==> src/rtl/riscv_mem_pkg.sv <==
// Shared types and default widths for the unified instruction/data memory
// port arbiter.
package riscv_mem_pkg;

    localparam int DEF_ADDR_W = 32;
    localparam int DEF_DATA_W = 32;

    // Arbiter FSM encoding
    typedef enum logic [1:0] {
        IDLE   = 2'd0,
        BUSY_D = 2'd1,
        BUSY_I = 2'd2
    } arb_state_t;

endpackage

==> src/rtl/mem_port_arbiter_if.sv <==
// Bus bundle between the fetch stage, the memory stage, the single memory
// port and the hazard unit stall inputs.
//
// Handshake semantics (all three channels):
//   - A requester raises req with its fields and holds them stable until it
//     sees ack; ack is a one-cycle pulse and rdata is valid only with it.
//     In the cycle after ack the requester drops req or presents a new access.
//   - On the memory side mem_req and all mem_* fields are held stable until
//     mem_ready=1; mem_ready is ignored while mem_req=0.
// The slave modport is the arbiter's view; master is the environment's view.
interface mem_port_arbiter_if
    import riscv_mem_pkg::*;
#(
    parameter int ADDR_W = DEF_ADDR_W,
    parameter int DATA_W = DEF_DATA_W
);
    // fetch side
    logic              if_req;
    logic [ADDR_W-1:0] if_addr;
    logic [DATA_W-1:0] if_rdata;
    logic              if_ack;
    // data side
    logic                dm_req;
    logic                dm_we;
    logic [ADDR_W-1:0]   dm_addr;
    logic [DATA_W-1:0]   dm_wdata;
    logic [DATA_W/8-1:0] dm_be;
    logic [DATA_W-1:0]   dm_rdata;
    logic                dm_ack;
    // memory side
    logic                mem_req;
    logic                mem_we;
    logic [ADDR_W-1:0]   mem_addr;
    logic [DATA_W-1:0]   mem_wdata;
    logic [DATA_W/8-1:0] mem_be;
    logic [DATA_W-1:0]   mem_rdata;
    logic                mem_ready;
    // to hazard_unit
    logic stall_if;
    logic stall_mem;

    modport slave (
        input  if_req, if_addr,
        output if_rdata, if_ack,
        input  dm_req, dm_we, dm_addr, dm_wdata, dm_be,
        output dm_rdata, dm_ack,
        output mem_req, mem_we, mem_addr, mem_wdata, mem_be,
        input  mem_rdata, mem_ready,
        output stall_if, stall_mem
    );

    modport master (
        output if_req, if_addr,
        input  if_rdata, if_ack,
        output dm_req, dm_we, dm_addr, dm_wdata, dm_be,
        input  dm_rdata, dm_ack,
        input  mem_req, mem_we, mem_addr, mem_wdata, mem_be,
        output mem_rdata, mem_ready,
        input  stall_if, stall_mem
    );

endinterface

==> src/rtl/arb_perf_counter.sv <==
// Enable-gated 32-bit event counter that wraps at 2^32.
module arb_perf_counter (
    input  logic        clk,
    input  logic        reset,
    input  logic        en,
    output logic [31:0] count
);

    // Count one per enabled cycle, natural wrap on overflow
    always_ff @(posedge clk) begin
        if (reset) begin
            count <= '0;
        end else if (en) begin
            count <= count + 32'd1;
        end
    end

endmodule

==> src/rtl/mem_port_arbiter.sv <==
// Arbiter sharing one single-ported unified memory between IF and MEM.
// Data accesses win over fetches; one access is outstanding at a time.
// Optional feature: define MEM_ARB_PERF_EN to add the perf_conflict and
// perf_wait counters.
module mem_port_arbiter
    import riscv_mem_pkg::*;
(
    input  logic                 clk,
    input  logic                 reset,
    mem_port_arbiter_if.slave    bus,
    output arb_state_t           dbg_state
`ifdef MEM_ARB_PERF_EN
    ,
    output logic [31:0]          perf_conflict,
    output logic [31:0]          perf_wait
`endif
);

    arb_state_t state;
    arb_state_t next_state;
    logic       grant_d;
    logic       grant_i;
    logic       done;

    // A requester whose ack is high this cycle is still holding the old
    // access, so it is masked from arbitration until the following cycle.
    always_comb begin
        next_state = state;
        grant_d    = 1'b0;
        grant_i    = 1'b0;
        done       = 1'b0;
        case (state)
            IDLE: begin
                if (bus.dm_req && !bus.dm_ack) begin
                    grant_d    = 1'b1;
                    next_state = BUSY_D;
                end else if (bus.if_req && !bus.if_ack) begin
                    grant_i    = 1'b1;
                    next_state = BUSY_I;
                end
            end
            BUSY_D, BUSY_I: begin
                if (bus.mem_ready) begin
                    done       = 1'b1;
                    next_state = IDLE;
                end
            end
            default: next_state = IDLE;
        endcase
    end

    // State register
    always_ff @(posedge clk) begin
        if (reset) begin
            state <= IDLE;
        end else begin
            state <= next_state;
        end
    end

    // Memory-side request: latched on the grant edge, held until mem_ready
    always_ff @(posedge clk) begin
        if (reset) begin
            bus.mem_req   <= 1'b0;
            bus.mem_we    <= 1'b0;
            bus.mem_addr  <= '0;
            bus.mem_wdata <= '0;
            bus.mem_be    <= '0;
        end else if (grant_d) begin
            bus.mem_req   <= 1'b1;
            bus.mem_we    <= bus.dm_we;
            bus.mem_addr  <= bus.dm_addr;
            bus.mem_wdata <= bus.dm_wdata;
            bus.mem_be    <= bus.dm_be;
        end else if (grant_i) begin
            bus.mem_req   <= 1'b1;
            bus.mem_we    <= 1'b0;
            bus.mem_addr  <= bus.if_addr;
            bus.mem_wdata <= '0;
            bus.mem_be    <= '0;
        end else if (done) begin
            bus.mem_req   <= 1'b0;
        end
    end

    // Completion: one-cycle ack pulse; loads and fetches capture read data,
    // stores leave dm_rdata untouched
    always_ff @(posedge clk) begin
        if (reset) begin
            bus.if_ack   <= 1'b0;
            bus.dm_ack   <= 1'b0;
            bus.if_rdata <= '0;
            bus.dm_rdata <= '0;
        end else begin
            bus.if_ack <= 1'b0;
            bus.dm_ack <= 1'b0;
            if (done && state == BUSY_D) begin
                bus.dm_ack <= 1'b1;
                if (!bus.mem_we) begin
                    bus.dm_rdata <= bus.mem_rdata;
                end
            end
            if (done && state == BUSY_I) begin
                bus.if_ack   <= 1'b1;
                bus.if_rdata <= bus.mem_rdata;
            end
        end
    end

    // Stalls release in the ack cycle so the pipeline advances on that edge
    assign bus.stall_if  = bus.if_req & ~bus.if_ack;
    assign bus.stall_mem = bus.dm_req & ~bus.dm_ack;
    assign dbg_state     = state;

`ifdef MEM_ARB_PERF_EN
    logic conflict_en;
    logic wait_en;

    // A waiting fetch counts as a conflict while the port is busy or the
    // data side still holds its request
    assign conflict_en = bus.stall_if & ((state != IDLE) | bus.dm_req);
    assign wait_en     = (state != IDLE) & ~bus.mem_ready;

    arb_perf_counter u_conflict_cnt (
        .clk   (clk),
        .reset (reset),
        .en    (conflict_en),
        .count (perf_conflict)
    );

    arb_perf_counter u_wait_cnt (
        .clk   (clk),
        .reset (reset),
        .en    (wait_en),
        .count (perf_wait)
    );
`endif

endmodule

==> src/flat_wrapper.sv <==
// flat-port wrapper written by rule: the top's interface ports become plain ports
module mem_port_arbiter_flat import riscv_mem_pkg::*;
  (clk, reset, dbg_state, bus_if_req, bus_if_addr, bus_if_rdata, bus_if_ack, bus_dm_req, bus_dm_we, bus_dm_addr, bus_dm_wdata, bus_dm_be, bus_dm_rdata, bus_dm_ack, bus_mem_req, bus_mem_we, bus_mem_addr, bus_mem_wdata, bus_mem_be, bus_mem_rdata, bus_mem_ready, bus_stall_if, bus_stall_mem);
  mem_port_arbiter_if #(.ADDR_W(32), .DATA_W(32)) bus_i ();
  input  logic clk;
  input  logic reset;
  output arb_state_t dbg_state;
  input wire logic [$bits(bus_i.if_req)-1:0] bus_if_req;
  input wire logic [$bits(bus_i.if_addr)-1:0] bus_if_addr;
  output wire logic [$bits(bus_i.if_rdata)-1:0] bus_if_rdata;
  output wire logic [$bits(bus_i.if_ack)-1:0] bus_if_ack;
  input wire logic [$bits(bus_i.dm_req)-1:0] bus_dm_req;
  input wire logic [$bits(bus_i.dm_we)-1:0] bus_dm_we;
  input wire logic [$bits(bus_i.dm_addr)-1:0] bus_dm_addr;
  input wire logic [$bits(bus_i.dm_wdata)-1:0] bus_dm_wdata;
  input wire logic [$bits(bus_i.dm_be)-1:0] bus_dm_be;
  output wire logic [$bits(bus_i.dm_rdata)-1:0] bus_dm_rdata;
  output wire logic [$bits(bus_i.dm_ack)-1:0] bus_dm_ack;
  output wire logic [$bits(bus_i.mem_req)-1:0] bus_mem_req;
  output wire logic [$bits(bus_i.mem_we)-1:0] bus_mem_we;
  output wire logic [$bits(bus_i.mem_addr)-1:0] bus_mem_addr;
  output wire logic [$bits(bus_i.mem_wdata)-1:0] bus_mem_wdata;
  output wire logic [$bits(bus_i.mem_be)-1:0] bus_mem_be;
  input wire logic [$bits(bus_i.mem_rdata)-1:0] bus_mem_rdata;
  input wire logic [$bits(bus_i.mem_ready)-1:0] bus_mem_ready;
  output wire logic [$bits(bus_i.stall_if)-1:0] bus_stall_if;
  output wire logic [$bits(bus_i.stall_mem)-1:0] bus_stall_mem;
  assign bus_i.if_req = bus_if_req;
  assign bus_i.if_addr = bus_if_addr;
  assign bus_if_rdata = bus_i.if_rdata;
  assign bus_if_ack = bus_i.if_ack;
  assign bus_i.dm_req = bus_dm_req;
  assign bus_i.dm_we = bus_dm_we;
  assign bus_i.dm_addr = bus_dm_addr;
  assign bus_i.dm_wdata = bus_dm_wdata;
  assign bus_i.dm_be = bus_dm_be;
  assign bus_dm_rdata = bus_i.dm_rdata;
  assign bus_dm_ack = bus_i.dm_ack;
  assign bus_mem_req = bus_i.mem_req;
  assign bus_mem_we = bus_i.mem_we;
  assign bus_mem_addr = bus_i.mem_addr;
  assign bus_mem_wdata = bus_i.mem_wdata;
  assign bus_mem_be = bus_i.mem_be;
  assign bus_i.mem_rdata = bus_mem_rdata;
  assign bus_i.mem_ready = bus_mem_ready;
  assign bus_stall_if = bus_i.stall_if;
  assign bus_stall_mem = bus_i.stall_mem;
  mem_port_arbiter u_core (.clk(clk), .reset(reset), .bus(bus_i), .dbg_state(dbg_state));
endmodule
==> config.mk <==
export PLATFORM = sky130hd
export DESIGN_NAME = mem_port_arbiter_flat
export DESIGN_NICKNAME = d
export VERILOG_FILES = /design/src/rtl/riscv_mem_pkg.sv /design/src/rtl/mem_port_arbiter_if.sv /design/src/rtl/arb_perf_counter.sv /design/src/rtl/mem_port_arbiter.sv /design/src/flat_wrapper.sv
export SDC_FILE = /design/constraint.sdc
export NUM_CORES = 1
export LEC_CHECK = 0
export ABC_AREA = 1
export BUFFER_PORTS_ARGS = -buffer_cell sky130_fd_sc_hd__buf_2
export CAP_MARGIN = 20
export CORE_MARGIN = 4
export CORE_UTILIZATION = 46
export CTS_CLUSTER_DIAMETER = 80
export DETAILED_ROUTE_END_ITERATION = 12
export GPL_TIMING_DRIVEN = 0
export MAX_ROUTING_LAYER = met4
export PLACE_DENSITY_LB_ADDON = 0.25
export SLEW_MARGIN = 20
export SYNTH_ARGS = -nofsm -noshare
export SYNTH_HDL_FRONTEND = slang
export SYNTH_SLANG_ARGS = --single-unit
==> constraint.sdc <==
create_clock -name clk -period 1.8 [get_ports clk]
set_clock_uncertainty 0.15 [all_clocks]
set_input_delay 0.45 -clock clk [delete_from_list [all_inputs] [get_ports clk]]
set_output_delay 0.45 -clock clk [all_outputs]
set_load 0.02 [all_outputs]
# == Yosys cells after proc, flatten, opt, wreduce, memory -nomap -nowiden ==
# Index checks and enable logic that the tools add are counted.
# op_classes
eq_ne,4
muxes,24
bitwise_logic,5
reduce_logical,12
# ops
op,count
32-bit two-way mux,4
1-bit two-way mux,14
4-bit two-way mux,2
2-bit two-way mux,3
1-bit logical AND,4
2-bit one-hot mux with 2 select lines,1
2-bit AND reduction,2
"3-bit by 1-bit != test with 1-bit output, second input constant",1
1-bit NOT,3
3-bit nonzero test,1
1-bit AND,2
"2-bit by 1-bit equality test with 1-bit output, second input constant",1
"2-bit equality test, second input constant",1
1-bit logical NOT,2
2-bit logical NOT,1
"2-bit != test, second input constant",1
2-bit nonzero test,1
2-bit OR reduction,1
# totals
reg_bits,138
input_bits,138

# == Longest topological paths before layout ==
# logic_depth
word_depth,7
ltp_mapped,10
ltp_nobuf,7

# == Worst setup path after synthesis ==
# Ideal clock, no wire load.
# synth_path
path_type,register to register
start,"register u_core.state[0], in the netlist u_core.dbg_state[0]"
end,register u_core.bus.if_rdata[22]
arrival_ns,1.486
path_slack_ns,0.036
stages_incl_launch_ff,7
synth_period_minus_slack_ns,1.764
cell_sequence,dfxtp_1 > inv_1 > ha_1 > nand3_1 > buf_2 > clkbuf_1 > a21oi_1
# synth_between
elab_chain_cells,4
elab_cells_between_ends,5
classes_between,eq/ne (2); mux (1); reduce/logical (2)
# synth_lines
item,line_no,text
"start, declared",mem_port_arbiter.sv:19,arb_state_t state;
"start signal, assigned",mem_port_arbiter.sv:57,state <= next_state;
2-bit equality test / 2-bit by 1-bit equality test with 1-bit output (equally long branches),"mem_port_arbiter.sv:32, mem_port_arbiter.sv:103",
2-bit OR reduction,mem_port_arbiter.sv:32,case (state)
1-bit two-way mux,mem_port_arbiter.sv:32,
1-bit logical AND (*),mem_port_arbiter.sv:103,if (done && state == BUSY_I) begin
"end signal, assigned",mem_port_arbiter.sv:105,bus.if_rdata <= bus.mem_rdata;
"end, declared",mem_port_arbiter_if.sv:44,"output if_rdata, if_ack,"
# Every way passes the cells marked *; elsewhere a longest branch is shown, timed or not.
# A chain may end at the register's enable or synchronous reset.

# == Worst setup path in the final report ==
# layout_path
start,register u_core.bus.dm_ack
end,output port bus_stall_mem
# layout_between
elab_chain_cells,2
# layout_lines
item,line_no,text
"start, declared",mem_port_arbiter_if.sv:46,"output dm_rdata, dm_ack,"
"start signal, assigned",mem_port_arbiter.sv:91,bus.dm_ack <= 1'b0;
"start signal, assigned",mem_port_arbiter.sv:96,bus.dm_ack <= 1'b0;
"start signal, assigned",mem_port_arbiter.sv:98,bus.dm_ack <= 1'b1;
1-bit NOT,mem_port_arbiter.sv:112,assign bus.stall_mem = bus.dm_req & ~bus.dm_ack;
1-bit AND,mem_port_arbiter.sv:112,
"end, declared",flat_wrapper.sv:27,output wire logic [$bits(bus_i.stall_mem)-1:0] bus_stall_mem;
# No other way between the ends.

==> impl_metrics.ini <==
[outcome]
outcome = completed

[worst_hold_path]
hp-class = primary input to flop

[detailed_routing]
ant_nets = 0
drt_wl_total_mm = 17.7
drc = 0
routedWlPerCell_microns = 15.0
viasPerCell = 5.16
vias = 6099
drt-initial-drc-count = 412
first_pass_iters = 6

[power_and_ir_drop]
clock_power_share_pct = 43.0
power.switching_mw = 2.44
combinationalPowerShare_pct = 19.1
pwr-share-seq_pct = 37.9
power.density_nw_per_um2 = 1140
ir_worst_vdd_uv = 718
swShare_pct = 27.2
p_int_mw = 6.51
p_leak_nw = 3.93

[clocking]
cts.sinks = 138
h-tree-depth = 4
root_buffer = clkbuf_16
cts_tree = done
cts.hold.buffers_added = 0
clock_latency_ps = 410
cts_buffers = 17
clockBufferDepth = 2
clk_pin_slew_worst_paths_ps = 60

[finish]
final_area_sq_um = 7840
nets = 1167
area_delta_synth_final_pct = 41.4
post-route-util_pct = 67.5
layout-drive-gt1-share_pct = 35.2

[logic_synthesis]
synthDistinctLibCells = 22
syn_area_sq_um = 5550
ys_seq_elements = 138
syn_inst = 731
yosys_warnings = 0
yosysSeqAreaShare_pct = 49.8
synth_top_area_share_pct = 49.8
syn-num-nets = 872
synth_area_leader_cell = dfxtp_1
yosys-top-cells-area = dfxtp_1 (50%), nand2_1 (9.5%), a21oi_1 (9.3%)
avgSynthCellArea_sq_um = 7.59

[sta]
worstMarginPinSlew_ps = 536
drv_slew = 0
report.final.hold_viol_count = 0
max_freq_mhz = 581
fin_crit_sh_pct = 95.6
setup_viol = 0
min_period_ps = 1720
maxSlewHeadroom_pct = 64.3

[global_routing]
first_global_vias = 5734
grt_pass1_wl_mm = 28.3
grt_usage_pct = 25.6
overflow = 0
grt_max_degree = 20
grt_antenna_before_repair = 1

[floorplan]
initial_core_util_pct = 47.7
std_cell_rows = 39
fp.dieH_microns = 118
core_sq_um = 11600
dieArea_sq_um = 13900
ios = 278
chipWidth_microns = 118

[placed_design]
globalplace.congestion = 0.871
port_buffers = 275
place_area_sq_um = 7100
dpl.hpwl_mm = 13.3

[setup_path]
cp.required_ps = 1200
end_kind = output port
cp_data_arrival_time_ps = 1120
cp_max_fo = 7
cp-start-kind = flop
critPathKind = flop to output port

[flow_run]
maxCapViolCount = 0
power groups by stage:
| stage | clock network [mW] | registers, mW | logic [mW] |
|---|---|---|---|
| 6_report | 3.85 | 3.40 | 1.71 |
| 5_1_grt | 4.03 | 3.42 | 1.88 |
| 4_1_cts | 3.90 | 3.39 | 1.67 |
| 3_5_place_dp | 0 | 3.45 | 1.66 |
| 3_3_place_gp | 0 | 3.45 | 1.65 |
| 2_1_floorplan | 0 | 3.72 | 0.770 |
routing by layer:
metal	vias to the layer above	routed length [microns]	global-route usage (%)
li1	3025	-	-
met1	2776	7290	29.7
met2	265	8700	42.3
met3	33	1290	7.35
met4	0	467	9.60
met5	-	0	-
registers in the layout (all words and copies together), names as in the netlist:
signal                flops
u_core.bus.mem_wdata     32
u_core.bus.mem_be         4
u_core.bus.mem_req        1
u_core.bus.if_ack         1
u_core.bus.mem_addr      32
u_core.bus.if_rdata      32
u_core.bus.mem_we         1
u_core.dbg_state          2
u_core.bus.dm_rdata      32
u_core.bus.dm_ack         1
per-stage QoR:
step / hold slack (ps) / cells / worst slack [ps] / total power, mW / TNS [ps]
global route: 118 / 1183 / -8.94 / 9.33 / -12.1
detailed placement: 283 / 1149 / -182 / 5.11 / -3730
finish: 119 / 1183 / 78.5 / 8.95 / 0
CTS: 105 / 1180 / 8.18 / 8.96 / 0
global placement: 277 / 1149 / -142 / 5.10 / -3440
floorplan: 370 / 731 / 35.7 / 4.49 / 0
logic make-up after synthesis:
logic type                 synth area share (%)
DFF                                        49.8
AOI/OAI and AO/OA                          15.3
adders and majority gates                 0.677
and+or+nand+nor                            25.0
buffers and inverters                      9.23
worst max-delay path, stage by stage (launching register included):
cell and delay [ps]:
dfxtp_1 370, inv_4 80, nand2_1 80, inv_1 40, buf_4 150
cell usage in the layout, fill, tap and decap left out:
cell,instances
buf_2,292
nand2_1,141
dfxtp_1,136
a21oi_1,101
nand3_1,71
nor2_1,66
o21ai_0,52
inv_1,37
nand4_1,32
clkbuf_1,19
clkbuf_16,18
o21ai_1,13
buf_4,11
clkbuf_2,9
buf_6,6
bufinv_16,5
inv_2,4
clkbuf_8,4
buf_1,2
a21oi_2,2
clkbuf_4,2
ha_1,2
clkinv_2,2
diode_2,1
inv_4,1
nor2_4,1
nand2_4,1
nand3_4,1
buf_12,1
nand2_2,1
buf_8,1
nor2_2,1
a21boi_0,1
ha_2,1
dfxtp_4,1
dfxtp_2,1
cell type report:
| class | instances | area (sq um) |
|---|---|---|
| clock buffer | 25 | 495 |
| multi-input combinational | 487 | 2280 |
| sequential | 138 | 2770 |
| inverter | 42 | 160 |
| fill | 1077 | 3770 |
| timing repair buffer | 277 | 1410 |
| clock inverter | 7 | 160 |
| buffer | 63 | 384 |
| antenna | 1 | 2.50 |
| tap | 143 | 179 |
cells in the mapped netlist (all sizes together):
cell type / n
ha: 3
dfxtp: 138
buf: 40
clkbuf: 24
nand3: 72
a21oi: 103
a21boi: 1
nand2: 143
nor2: 68
o21ai: 65
nand4: 32
inv: 42
worst paths after layout:
path,cells past startpoint,from,slack (ps),end
max,4,u_core.bus.dm_ack,80,bus_stall_mem
min reg2reg,2,u_core.bus.if_rdata[7],290,u_core.bus.if_rdata[7]
min,3,bus_mem_rdata[28],120,u_core.bus.dm_rdata[28]
max reg2reg,10,u_core.dbg_state[0],100,u_core.bus.mem_addr[7]
what timing repair did:
| item | 4_1_cts | 5_1_grt |
|---|---|---|
| setup endpoints to repair | 53 | 90 |
| buffers inserted | 0 | 1 |
| cloned | 0 | 1 |
| pin swaps | 0 | 0 |
| gates resized for setup | 11 | 31 |
Power figures use the tool's default switching activity.
